$ cat config.mk
export PLATFORM = sky130hd
export DESIGN_NAME = conv_alu_sequencer
export DESIGN_NICKNAME = d
export VERILOG_FILES = /design/src/rtl/conv_alu_sequencer.sv
export SDC_FILE = /design/constraint.sdc
export NUM_CORES = 1
export LEC_CHECK = 0
export ABC_AREA = 1
export CORE_MARGIN = 3
export CORE_UTILIZATION = 53
export DETAILED_ROUTE_END_ITERATION = 6
export DONT_BUFFER_PORTS = 1
export PLACE_DENSITY = 0.79
export SYNTH_ARGS = -nofsm -noshare
export SYNTH_HDL_FRONTEND = slang
export SYNTH_SLANG_ARGS = --single-unit
$ cat constraint.sdc
create_clock -name clk -period 2.1 [get_ports clk]
set_input_delay 0.42 -clock clk [delete_from_list [all_inputs] [get_ports clk]]
set_output_delay 0.42 -clock clk [all_outputs]
set_load 0.02 [all_outputs]
$ cat src/rtl/conv_alu_sequencer.sv
`default_nettype none
// ============================================================================
// Module      : conv_alu_sequencer
// Description : Sequences the combinational convolution ALU. Keeps a
//               double-buffered kernel/divider bank, registers one pixel
//               window per beat into the ALU and registers the ALU result
//               onto an output valid/ready stream.
// Revision    : 1.0 - initial release
// ============================================================================
module conv_alu_sequencer #(
   parameter int NTAPS         = 9,
   parameter int DWIDTH_DAT    = 12,
   parameter int DWIDTH_KERNEL = 5,
   parameter int DWIDTH_DIV    = 3
) (
   input  logic                             clk,
   input  logic                             rst_n,
   // configuration port (shadow bank)
   input  logic                             cfg_we,
   input  logic [$clog2(NTAPS+1)-1:0]       cfg_addr,
   input  logic [DWIDTH_KERNEL-1:0]         cfg_wdata,
   input  logic                             cfg_commit,
   output logic                             commit_pending,
   // window input stream
   input  logic                             s_valid,
   output logic                             s_ready,
   input  logic [NTAPS*DWIDTH_DAT-1:0]      s_data,
   input  logic                             s_sof,
   input  logic                             s_last,
   // ALU interface
   output logic [NTAPS*DWIDTH_DAT-1:0]      alu_din,
   output logic [NTAPS*DWIDTH_KERNEL-1:0]   alu_kernel,
   output logic [DWIDTH_DIV-1:0]            alu_div,
   input  logic [DWIDTH_DAT-1:0]            alu_dout,
   // result output stream
   output logic                             m_valid,
   input  logic                             m_ready,
   output logic [DWIDTH_DAT-1:0]            m_data,
   output logic                             m_last,
   // status
   output logic                             frame_err
);

   localparam int c_ADDR_W = $clog2(NTAPS+1);
   localparam int c_KBUS_W = NTAPS*DWIDTH_KERNEL;
   localparam int c_DBUS_W = NTAPS*DWIDTH_DAT;
   localparam logic [c_ADDR_W-1:0] c_DIV_ADDR = c_ADDR_W'(NTAPS);

   typedef enum logic [0:0] {
      S_IDLE  = 1'b0,
      S_FRAME = 1'b1
   } state_t;

   state_t                  r_state;

   // configuration banks
   logic [c_KBUS_W-1:0]     r_shadow_k;
   logic [DWIDTH_DIV-1:0]   r_shadow_div;
   logic [c_KBUS_W-1:0]     r_active_k;
   logic [DWIDTH_DIV-1:0]   r_active_div;
   logic [c_KBUS_W-1:0]     w_shadow_k_nxt;
   logic [DWIDTH_DIV-1:0]   w_shadow_div_nxt;
   logic                    r_commit_pending;
   logic                    r_frame_err;

   // stage 1 (ALU operands)
   logic                    r_st1_valid;
   logic                    r_st1_last;
   logic [c_DBUS_W-1:0]     r_alu_din;
   logic [c_KBUS_W-1:0]     r_alu_kernel;
   logic [DWIDTH_DIV-1:0]   r_alu_div;

   // stage 2 (result)
   logic                    r_m_valid;
   logic [DWIDTH_DAT-1:0]   r_m_data;
   logic                    r_m_last;

   // handshake / control
   logic                    w_adv1;
   logic                    w_adv2;
   logic                    w_accept;
   logic                    w_swap_event;
   logic                    w_swap;

   // Pipeline advance: each stage moves when it is empty or its consumer moves.
   assign w_adv2   = !r_m_valid || m_ready;
   assign w_adv1   = !r_st1_valid || w_adv2;
   assign w_accept = s_valid && w_adv1;

   // A pending (or same-edge) commit is applied when the frame is closed and
   // idle, or on the start-of-frame beat so the whole new frame uses it.
   assign w_swap_event = ((r_state == S_IDLE) && !w_accept) || (w_accept && s_sof);
   assign w_swap       = (r_commit_pending || cfg_commit) && w_swap_event;

   // Shadow bank contents including this edge's write, so a write landing on
   // the swap edge is carried into the active bank.
   always_comb begin
      w_shadow_k_nxt   = r_shadow_k;
      w_shadow_div_nxt = r_shadow_div;
      if (cfg_we) begin
         for (int i = 0; i < NTAPS; i++) begin
            if (cfg_addr == c_ADDR_W'(i)) begin
               w_shadow_k_nxt[i*DWIDTH_KERNEL +: DWIDTH_KERNEL] = cfg_wdata;
            end
         end
         if (cfg_addr == c_DIV_ADDR) begin
            w_shadow_div_nxt = cfg_wdata[DWIDTH_DIV-1:0];
         end
      end
   end

   // Shadow bank register; addresses above the divider slot fall through unchanged.
   always_ff @(posedge clk or negedge rst_n) begin
      if (!rst_n) begin
         r_shadow_k   <= '0;
         r_shadow_div <= '0;
      end else begin
         r_shadow_k   <= w_shadow_k_nxt;
         r_shadow_div <= w_shadow_div_nxt;
      end
   end

   // Frame-tracking FSM with commit handshake, active bank and sticky error.
   always_ff @(posedge clk or negedge rst_n) begin
      if (!rst_n) begin
         r_state          <= S_IDLE;
         r_commit_pending <= 1'b0;
         r_frame_err      <= 1'b0;
         r_active_k       <= '0;
         r_active_div     <= '0;
      end else begin
         if (w_swap) begin
            r_active_k       <= w_shadow_k_nxt;
            r_active_div     <= w_shadow_div_nxt;
            r_commit_pending <= 1'b0;
         end else if (cfg_commit) begin
            r_commit_pending <= 1'b1;
         end

         if (w_accept) begin
            case (r_state)
               S_IDLE: begin
                  if (s_sof && !s_last) begin
                     r_state <= S_FRAME;
                  end
               end
               S_FRAME: begin
                  if (s_sof) begin
                     r_frame_err <= 1'b1;
                  end
                  if (s_last) begin
                     r_state <= S_IDLE;
                  end
               end
               default: begin
                  r_state <= S_IDLE;
               end
            endcase
         end
      end
   end

   // Stage 1: capture the accepted window with the bank it must use.
   always_ff @(posedge clk or negedge rst_n) begin
      if (!rst_n) begin
         r_st1_valid  <= 1'b0;
         r_st1_last   <= 1'b0;
         r_alu_din    <= '0;
         r_alu_kernel <= '0;
         r_alu_div    <= '0;
      end else if (w_adv1) begin
         r_st1_valid <= w_accept;
         if (w_accept) begin
            r_alu_din  <= s_data;
            r_st1_last <= s_last;
            // a swap coinciding with an accepted beat only happens on s_sof
            if (w_swap) begin
               r_alu_kernel <= w_shadow_k_nxt;
               r_alu_div    <= w_shadow_div_nxt;
            end else begin
               r_alu_kernel <= r_active_k;
               r_alu_div    <= r_active_div;
            end
         end
      end
   end

   // Stage 2: register the combinational ALU result; hold while stalled.
   always_ff @(posedge clk or negedge rst_n) begin
      if (!rst_n) begin
         r_m_valid <= 1'b0;
         r_m_data  <= '0;
         r_m_last  <= 1'b0;
      end else if (w_adv2) begin
         r_m_valid <= r_st1_valid;
         if (r_st1_valid) begin
            r_m_data <= alu_dout;
            r_m_last <= r_st1_last;
         end
      end
   end

   assign s_ready        = w_adv1;
   assign commit_pending = r_commit_pending;
   assign frame_err      = r_frame_err;
   assign alu_din        = r_alu_din;
   assign alu_kernel     = r_alu_kernel;
   assign alu_div        = r_alu_div;
   assign m_valid        = r_m_valid;
   assign m_data         = r_m_data;
   assign m_last         = r_m_last;

endmodule
`default_nettype wire

Word-level counts from Yosys, hierarchy flattened. Cells that the tools add are included.

Bits in registers: 271. Output and inout port bits: 173. Logic and storage cells: 62.

Equal/unequal tests: 9. Muxes and demuxes: 19. Bitwise operators: 1. Reductions and logical operators: 18.

Operators with widths (count): $mux W45 (2); $mux W5 (9); $eq A4 B3 Y1 const B (4); $mux W3 (3); $eq A4 B2 Y1 const B (2); $eq A4 B4 Y1 const B (2); $logic_and A1 B1 Y1 (5); $eq A4 B1 Y1 const B (1); $logic_not A1 Y1 (4); $logic_not A4 Y1 (1); $logic_or A1 B1 Y1 (4); $mux W1 (4); $reduce_and A2 Y1 (2); $reduce_and A3 Y1 (1); $pmux W1 S2 (1); $reduce_bool A2 Y1 (1); $not A1 Y1 (1).

Logic depth before layout (Yosys ltp).
Depth after elaboration: 9. Depth in mapped cells: 10. Depth with buffers taken out: 8.

Worst setup path after synthesis. OpenSTA, ideal clock, no wires.

Path type: register -> register. Start point: register r_m_valid, in the netlist m_valid. End point: register r_active_k[5]. Library setup time: 0.119 ns. Arrival time: 1.495 ns. Data required time: 1.981 ns. Path slack: 0.486 ns. Stages on the path, launching flop included: 9. Path buffers: 2. Clock period less this slack: 1.614 ns. Cell sequence: dfrtp_1 > nand3_2 > nand2_2 > nand2_1 > nand2_1 > buf_4 > buf_6 > nand3_1 > and2_1.

Cells in the longest elaborated chain, start to end: 9. Elaborated cells on any way between the ends: 10. Classes of those cells: mux: 1; reduce/logical: 9.

Ends and longest elaborated chain: start, declared (RTL line 74) `logic r_m_valid;`; start signal, assigned (RTL line 195) `r_m_valid <= r_st1_valid;`; $logic_not A1 Y1 * (RTL line 86) `assign w_adv2 = !r_m_valid || m_ready;`; $logic_or A1 B1 Y1 * (RTL line 86); $logic_or A1 B1 Y1 * (RTL line 87) `assign w_adv1 = !r_st1_valid || w_adv2;`; net s_ready (RTL line 26) `output logic s_ready,`; $logic_and A1 B1 Y1 * (RTL line 88) `assign w_accept = s_valid && w_adv1;`; $logic_not A1 Y1 (RTL line 92) `assign w_swap_event = ((r_state == S_IDLE) && !w_accept) || (w_accept && s_sof);`; $logic_and A1 B1 Y1 (RTL line 92); $logic_or A1 B1 Y1 * (RTL line 92); $logic_and A1 B1 Y1 * (RTL line 93) `assign w_swap = (r_commit_pending || cfg_commit) && w_swap_event;`; $mux W45 *; end signal, assigned (RTL line 133) `r_active_k <= w_shadow_k_nxt;`; end, declared (RTL line 59) `logic [c_KBUS_W-1:0] r_active_k;`.

The timed path passes the listed nets; every way through them passes the cells marked *. A chain may end at the register's enable or synchronous reset.

Worst setup path after layout.
Start point: register r_m_valid, in the netlist m_valid. End point: register r_alu_din[60], in the netlist alu_din[60].

Cells in the longest elaborated chain, start to end: 5.

Ends and longest elaborated chain: $logic_not A1 Y1 * (RTL line 86); $logic_or A1 B1 Y1 * (RTL line 86); $logic_or A1 B1 Y1 * (RTL line 87); net s_ready (RTL line 26); $logic_and A1 B1 Y1 (RTL line 88); $reduce_and A2 Y1 (no line) *; end signal, assigned (RTL line 174) `r_alu_din <= s_data;`; end, declared (RTL line 69) `logic [c_DBUS_W-1:0] r_alu_din;`.

Marks and branches as above.

==> qor.yml <==
outcome:
  outcome: "finished, violations left"
  violations: "negative hold slack"
clocking:
  root_buffer: "clkbuf_16"
  cts_setup_buffers: 0
  postCtsHoldBufs: 77
  clk_latency_ns: 0.53
  h-tree-depth: 1
  numCtsBuffers: 28
  cts_tree: "yes"
  cts_sinks: 271
  clkTransAtPathRegs_ns: 0.06
  cts_max_path_buffers: 3
  cts_resized: 0
power_and_ir_drop:
  clkPwrFrac: 0.357
  total_leakage_power_uw: 0.00704
  p_sw_frac: 0.310
  vdd_ir_drop_max_v: 0.000701
  pwr-share-comb: 0.141
  totalPowerFinal_uw: 15100
  p_per_area_nw_per_um2: 1150
  seq_power_share: 0.502
  internal_power_uw: 10400
  p_switching_uw: 4700
synthesis:
  ys_seq_area_frac: 0.609
  async_reset_ff_frac: 1.00
  yosys.area.top_type: "dfrtp_1"
  synth_area_leaders: "dfrtp_1 61%, nand2_1 21%, nand3_1 5.5%"
  syn-num-nets: 1440
  synth_seq_cells: 271
  synth_edf_count: 0
  syn_inst: 1303
  syn_area_um2: 11100
  synthTopCellsByCount: "616 x nand2_1, 271 x dfrtp_1, 156 x inv_1, 122 x nand3_1, 48 x and2_1"
  synth_cell_types: 22
  synth-warning-count: 0
  synth_flop_cell: "dfrtp_1"
  synth.most_common_cell: "nand2_1"
  syn_avg_cell_area_um2: 8.54
  synth_top_area_frac: 0.609
sta:
  finalHoldViolations: 271
  setup_tns_ns: 0
  min_period_over_period: 0.813
  fin_skew_ns: 0.0143
  max_slew_margin: 0.448
  finalMaxSlewViolations: 0
  fin_ws_ns: 0.393
  hold_ws_ns: -0.411
  rsz0062_at_grt: "no"
  tightest_slew_ns: 0.828
  finalSetupViolCount: 0
  fmax_mhz: 586
  min_period_ns: 1.71
cells_and_area:
  regArea_um2: 6780
  syn_to_final_growth_pct: 18.2
  drive_gt1_frac: 0.0597
  fill_cells: 1629
  fin_cells: 1662
  multiInputGateArea_um2: 3490
  finalNetCount: 1506
place:
  place_ws_ns: 0.340
  dp_hpwl_um: 16700
  dp_cells: 1532
  port-buffer-count: 0
  gp_congestion: 0.802
global_routing:
  grt_max_degree: 272
  first_global_vias: 8345
  gr-usage-all-layers: 0.229
  antenna_found_initial: 0
  grt_pass1_wl_um: 42300
  grt.overflow.total: 0
floorplanning:
  io_pins: 310
  initial_core_util: 0.545
  design.core.area_um2: 20400
  chipWidth_um: 151
  rows: 52
  dieArea_um2: 22800
  dieHeight_um: 151
worst_hold_path:
  hold_class: "primary input to async pin"
drt:
  ant_nets: 0
  viasPerCell: 5.06
  drt_first_pass_iters: 5
  wl_met2_um: 13100
  m1WireLength_um: 10900
  first_iter_violations: 535
  drc: 0
  num_vias: 8403
  drt-total-wl_um: 26900
  top_layer_used: "met4"
  routed-wl-met3_um: 2070
  routedWlPerCell_um: 16.2
critical_path:
  worstPathMaxFanout: 128
  worstPathRequired_ns: 2.56
  crit_type: "register to register"
  startpoint_type: "register"
  end_kind: "register"
  cpMaxStageDelayCell: "dfrtp_1"
  slowest_delay_ns: 0.40
  path_cells: "nand3_2 -> nand2_4 -> inv_4 -> buf_12 -> nand2_1 -> nand2_1"
  arrival_ns: 2.16
  cp.buffers_inverters: 2
  crit_path_frequent_cell: "nand2_1"
  crit_family: "simple AND/OR/NAND/NOR gates"
job:
  drv_cap: 0
-- final cells by class --
type | count | share of cell area
Antenna cell | 1 | 0.000190
Clock buffer | 39 | 0.0649
Clock inverter | 13 | 0.0138
Inverter | 163 | 0.0467
Multi-Input combinational cell | 818 | 0.265
Sequential cell | 271 | 0.516
Tap cell | 270 | 0.0257
Timing Repair Buffer | 87 | 0.0681
-- worst register-to-register path: stages, from the launching register on --
cell	delay, ns
dfrtp_1	0.40
nand3_2	0.22
nand2_4	0.13
inv_4	0.08
buf_12	0.38
nand2_1	0.30
nand2_1	0.12
-- cells in the final DEF, fill, tap and decap left out, types with 2 or more instances in the layout --
| cell type | n |
|---|---|
| mux2_2 | 12 |
| and2_1 | 48 |
| clkinv_1 | 5 |
| nand3_1 | 122 |
| clkbuf_16 | 29 |
| nor2_1 | 7 |
| bufinv_16 | 4 |
| dlygate4sd3_1 | 77 |
| clkinv_2 | 5 |
| nor2_4 | 3 |
| dfrtp_1 | 271 |
| buf_4 | 6 |
| o21ai_0 | 2 |
| buf_12 | 4 |
| clkbuf_8 | 9 |
| nand2_1 | 616 |
| inv_1 | 156 |
| inv_6 | 2 |
| nor2_2 | 3 |
-- sequential cells by signal, summed over array words and instances, names as in the netlist --
signal and count:
alu_din 108, alu_div 3, alu_kernel 45, commit_pending 1, frame_err 1, m_data 12
m_last 1, m_valid 1, r_active_div 3, r_active_k 45, r_shadow_div 3, r_shadow_k 45
r_st1_last 1, r_st1_valid 1, r_state 1
-- per-stage QoR --
stage	util	hold slack [ns]	area (um^2)
final	0.644	-0.411	13200
after global routing	0.644	-0.430	13200
after CTS	0.644	-0.430	13200
after detailed placement	0.555	0.129	11300
after global placement	0.555	0.129	11300
after floorplan	-	0.124	11100
-- final timing paths --
kind	from	endpoint	slack [ns]	depth (start not counted)
min in group clk	s_data[80]	alu_din[80]	0.01	2
worst min-delay path	rst_n	alu_din[107]	-0.41	0
max in group asynchronous	rst_n	r_active_k[38]	1.82	0
worst max register to register	m_valid	alu_din[60]	0.39	6
worst min register to register	r_shadow_k[31]	r_shadow_k[31]	0.54	4
worst max-delay path	m_valid	alu_din[60]	0.39	6
-- power groups by stage --
stage	Sequential, uW	Clock (uW)	Combinational, uW
final	7600	5400	2140
after global routing	7710	5740	2480
after CTS	7610	5500	2140
after detailed placement	7690	0	2000
after global placement	7670	0	1910
after floorplan	7470	0	1630
-- cells by family (layout without fill, tap and decap cells) --
group | count (synthesis) | count (layout) | synth area share
and+or+nand+nor | 801 | 801 | 0.298
DFF | 271 | 271 | 0.609
buffers and inverters | 214 | 302 | 0.0778
muxes | 12 | 12 | 0.0121
AOI/OAI and AO/OA | 5 | 5 | 0.00270
other | 0 | 1 | 0
-- metal layers --
layer	vias up	global-route usage
met5	-	0
met4	0	0.0743
met3	78	0.0631
met2	312	0.363
met1	3995	0.308
li1	4018	-
No activity file was read; power rests on OpenSTA's default activity.
